$ cat src/rtl/instruction_mem.sv
// rtl/instruction_mem.sv - word-addressed instruction memory with registered fetch output
// Optional runtime programming port enabled by INSTRUCTION_MEM_PROG_PORT_EN.
module instruction_mem #(
  parameter int          DEPTH    = 256,
  parameter int          ADDR_W   = $clog2(DEPTH),
  parameter logic [15:0] NOP_WORD = 16'h0000
) (
  input  logic        clk,
  input  logic        rst_n,
  input  logic [15:0] PC,
`ifdef INSTRUCTION_MEM_PROG_PORT_EN
  input  logic        prog_we,
  input  logic [15:0] prog_addr,
  input  logic [15:0] prog_data,
`endif
  output logic [15:0] INSTR
);

  logic [15:0] instr_q;
  logic [15:0] instr_d;
  logic        pc_in_range;

  // Any address bit at or above ADDR_W means out of range; no wrap-around.
  assign pc_in_range = ((PC >> ADDR_W) == 16'd0);

`ifdef INSTRUCTION_MEM_PROG_PORT_EN
  logic [15:0] mem_q [DEPTH] = '{
    0: 16'h0000, 1: 16'h2101, 2: 16'h2202, 3: 16'h0123, 4: 16'h1234,
    5: 16'h4345, 6: 16'h6456, 7: 16'h8567, 8: 16'hF000,
    default: 16'h0000
  };
  logic prog_in_range;

  assign prog_in_range = ((prog_addr >> ADDR_W) == 16'd0);

  // Reset only gates writes; it never clears the array.
  always_ff @(posedge clk) begin
    if (rst_n && prog_we && prog_in_range) begin
      mem_q[prog_addr[ADDR_W-1:0]] <= prog_data;
    end
  end

  always_comb begin
    instr_d = NOP_WORD;
    if (pc_in_range) begin
      instr_d = mem_q[PC[ADDR_W-1:0]];
    end
  end
`else
  function automatic logic [15:0] rom_word(input logic [ADDR_W-1:0] addr);
    case (32'(addr))
      1:       rom_word = 16'h2101;
      2:       rom_word = 16'h2202;
      3:       rom_word = 16'h0123;
      4:       rom_word = 16'h1234;
      5:       rom_word = 16'h4345;
      6:       rom_word = 16'h6456;
      7:       rom_word = 16'h8567;
      8:       rom_word = 16'hF000;
      default: rom_word = 16'h0000;
    endcase
  endfunction

  always_comb begin
    instr_d = NOP_WORD;
    if (pc_in_range) begin
      instr_d = rom_word(PC[ADDR_W-1:0]);
    end
  end
`endif

  // Non-blocking update gives read-before-write against a same-edge program write.
  always_ff @(posedge clk or negedge rst_n) begin
    if (!rst_n) begin
      instr_q <= NOP_WORD;
    end else begin
      instr_q <= instr_d;
    end
  end

  assign INSTR = instr_q;

endmodule

$ cat config.mk
export PLATFORM = sky130hd
export DESIGN_NAME = instruction_mem
export DESIGN_NICKNAME = d
export VERILOG_FILES = /design/src/rtl/instruction_mem.sv
export SDC_FILE = /design/constraint.sdc
export NUM_CORES = 1
export LEC_CHECK = 0
export BUFFER_PORTS_ARGS = -buffer_cell sky130_fd_sc_hd__clkbuf_2
export CAP_MARGIN = 20
export CORE_MARGIN = 1.5
export CORE_UTILIZATION = 42
export CTS_BUF_LIST = sky130_fd_sc_hd__clkbuf_4 sky130_fd_sc_hd__clkbuf_8 sky130_fd_sc_hd__clkbuf_16
export CTS_CLUSTER_SIZE = 40
export DETAILED_ROUTE_END_ITERATION = 8
export HOLD_SLACK_MARGIN = 0.1
export PLACE_DENSITY = 0.78
export SLEW_MARGIN = 20
export SYNTH_ARGS = -nofsm -noshare
export SYNTH_HDL_FRONTEND = slang
export SYNTH_SLANG_ARGS = --single-unit
$ cat constraint.sdc
create_clock -name clk -period 0.8 [get_ports clk]
set_input_delay 0.12 -clock clk [delete_from_list [all_inputs] [get_ports clk]]
set_output_delay 0.12 -clock clk [all_outputs]
set_load 0.05 [all_outputs]
; Word-level counts from Yosys, hierarchy flattened
; Memory sizes are Yosys's and may differ from the RTL's.
; Index checks and enable logic that the tools add are counted.
[op_classes]
div_mod_pow = 0
n_addsub = 0
eq_ne = 0
reduce_logical = 2
bitwise_logic = 0
multipliers = 0
mux = 2
n_lt_le_gt_ge = 0
n_shift = 0
[op_table]
columns = operator, n
row1 = $mux W16, 2
row2 = $logic_not A16 Y1, 1
row3 = $logic_not A4 Y1, 1
[totals]
mem_bits_ro = 208
ramBits = 0
register_bits = 16
n_memories = 1
latchBits = 0
[memory_table]
columns = memory, depth, width, rd, rd_ports_with_merged_regs, wr, line_no
row1 = (name not given), 16, 13, 1, 0, 0, 51  ; case (32'(addr))

; Logic depth before layout (Yosys ltp)
[logic_depth]
ltp_word = 3
depth_mapped = 5
mapped_depth_nobuf = 5

; Least setup slack after synthesis
; No wires, ideal clock.
[synth_timing]
path_kind = reg2out
from = reg instr_q[8], in the netlist INSTR[8]
to = out INSTR[8]
arrival_time_ps = 886
setup_slack_ps = -206
path_buffers = 1
stages_incl_launch_ff = 2
path_cell_list = dfrtp_1 > buf_4
[synth_rtl]
columns = item, line_no
row1 = "start, declared", 19  ; logic [15:0] instr_q;
row2 = "start signal, assigned", 77  ; instr_q <= instr_d;
row3 = "end, declared", 16  ; output logic [15:0] INSTR
; No word-level cell between the ends.

==> flow_summary.ini <==
[drt]
finalWirelength_um = 2090
detail-route-antenna-nets = 0
vias_per_cell = 5.16
first_pass_iters = 2
drtIter0Drc = 3
wire_per_inst_um = 18.8
drc_errors = 0
vias = 573

[critical_path]
cp.arrival_ps = 890
endpoint_kind = output port
crit_start = INSTR[8]
critPathSlowestCell = dfrtp_2
endpoint = INSTR[0]
crit_family = flip-flops
cp.depth = 1
crit_buf_inv = 1
worstPathMaxFanout = 2
crit_type = reg -> out
start_kind = flop
crit_chain = buf_8
cpPeakStageDelay_ps = 450
cp.required_ps = 680

[sta]
timing.fmax_mhz = 995
finalCritPeriodShare_pct = 126
tns_ps = -2950
drv_slew = 0
hold_violations = 0
rsz0062_at_grt = true
setup_viol = 25
timing.final.ws_setup_ps = -205
period_minus_slack_ps = 1010

[logic_synthesis]
synth-seq-area-share_pct = 49.1
synthTopCellsByCount = dfrtp_1 (12), nor3_2 (6), buf_4 (5)
syn_area_um2 = 612
synth-seq-cells = 12
synth_most_common_cell = dfrtp_1
yosysTopAreaCell = dfrtp_1
ys_types = 22
ys_async_sr_fraction_pct = 100
synth_top_area_share_pct = 49.1
synth-edff-count = 0
ys.flop_type = dfrtp_1
syn_area_per_cell_um2 = 11.5
yosys_warnings = 0
synth_area_leaders = dfrtp_1 (49%), nor3_2 (9.8%), ha_1 (8.2%), buf_4 (6.1%), nor4_2 (6.1%)
synth_cells = 53

[clock_network]
clock-sinks = 12
clockRootBuffer = clkbuf_4
htreeDepth = 1
cts_buffers = 3
path_clk_slew_ps = 80
cts_tree = yes
clock_path_buffers = 2

[power_and_ir_drop]
leakagePower_uw = 0.000544
p_per_area_nw_per_um2 = 1110
total_power_uw = 1330
irDropWorstVdd_mv = 0.845

[floorplanning]
rows = 13
dieArea_um2 = 1690
core-area_um2 = 1330
start_util_pct = 45.9
die_y_um = 41.2
fp.dieW_um = 41.2
ios = 34

[grt]
grtUsageTotal_pct = 25.3
grt_pass1_wl_um = 2510
grt_use_met2_pct = 43.0
antenna_found_initial = 0
grt_max_degree = 13
grt_pass1_vias = 537
use_met3_pct = 4.35
grt-ovfl-total = 0
grt_util_met1_pct = 26.5
busiest_layer = met2

[place]
hpwl_um = 1020
gp_congestion = 0.771
place_ws_ps = -353
placed_area_um2 = 891
io_buffers = 30

[run_status]
violations = negative setup slack
status = finished, violations left

[finish]
diodes = 0
layout-drive-gt1-share_pct = 74.0
fillers = 51
final_util_pct = 89.9
nNetsFinal = 119
stdcell_area_um2 = 1200
largest_reg_flops = 12
syn_to_final_growth_pct = 95.9

[hold_path]
min_path_type = in -> reg

[run]
maxCapViolCount = 0
## through the flow
stage          cells  hold WS, ps
2_1_floorplan     55         -176
3_3_place_gp     102         7.18
3_5_place_dp     102         11.6
4_1_cts          109          179
5_1_grt          111          150
6_report         111          151
## layout by cell type (no fill, tap or decap), types with 2 or more instances in the layout
cell,count
buf_4,10
buf_6,5
buf_8,13
clkbuf_2,14
clkbuf_4,4
conb_1,3
dfrtp_1,11
ha_1,2
nor2_4,3
nor3_2,3
nor3_4,3
nor4_4,4
## timing repair
| item | in CTS | in global routing |
|---|---|---|
| buffers inserted | 1 | 3 |
| hold endpoints to repair | 12 | 0 |
| pin swaps | 3 | 7 |
| gates cloned | 1 | 0 |
| resized for setup | 29 | 33 |
| hold buffers | 1 | 0 |
| setup endpoints to repair | 19 | 24 |
## cell type report
class	count	area, µm²	area share [%]
inverter	3	15.0	1.25
clock buffer	4	30.0	2.51
tap	15	18.8	1.57
timing repair buffer	44	434	36.2
sequential	12	302	25.2
multi-input combinational	33	399	33.3
## power by group
| part | total, µW | internal, µW | switching (µW) |
|---|---|---|---|
| logic | 291 | 112 | 179 |
| registers | 606 | 606 | 0.0406 |
| clock network | 436 | 227 | 209 |
| total | 1330 | 945 | 388 |
## routing by layer
layer	up-vias	routed length, µm	share of wire, %
met5	-	0	0
met1	280	833	40
met3	6	104	5.0
li1	262	-	-
met2	25	1070	51
met4	0	74	3.5
## how the worst min path moves through the flow
stage	start	end	slack, ps	depth (start not counted)
global placement	rst_n	INSTR[5]	7	1
floorplan	rst_n	INSTR[10]	-180	0
global route	PC[0]	INSTR[4]	150	3
detailed placement	rst_n	INSTR[4]	10	1
finish	PC[0]	INSTR[4]	150	3
CTS	PC[2]	INSTR[9]	180	2
## logic make-up (layout without fill, tap and decap cells)
group / after synthesis / count (layout) / synth area share, %
simple gates: 19 / 19 / 23.7
compound gates: 6 / 6 / 7.36
other cells: 1 / 3 / 0.613
buf+inv: 10 / 51 / 9.61
flops: 12 / 12 / 49.1
xor+xnor: 1 / 1 / 1.43
fa+ha+maj: 4 / 4 / 8.18
No activity file was read; power rests on OpenSTA's default activity.
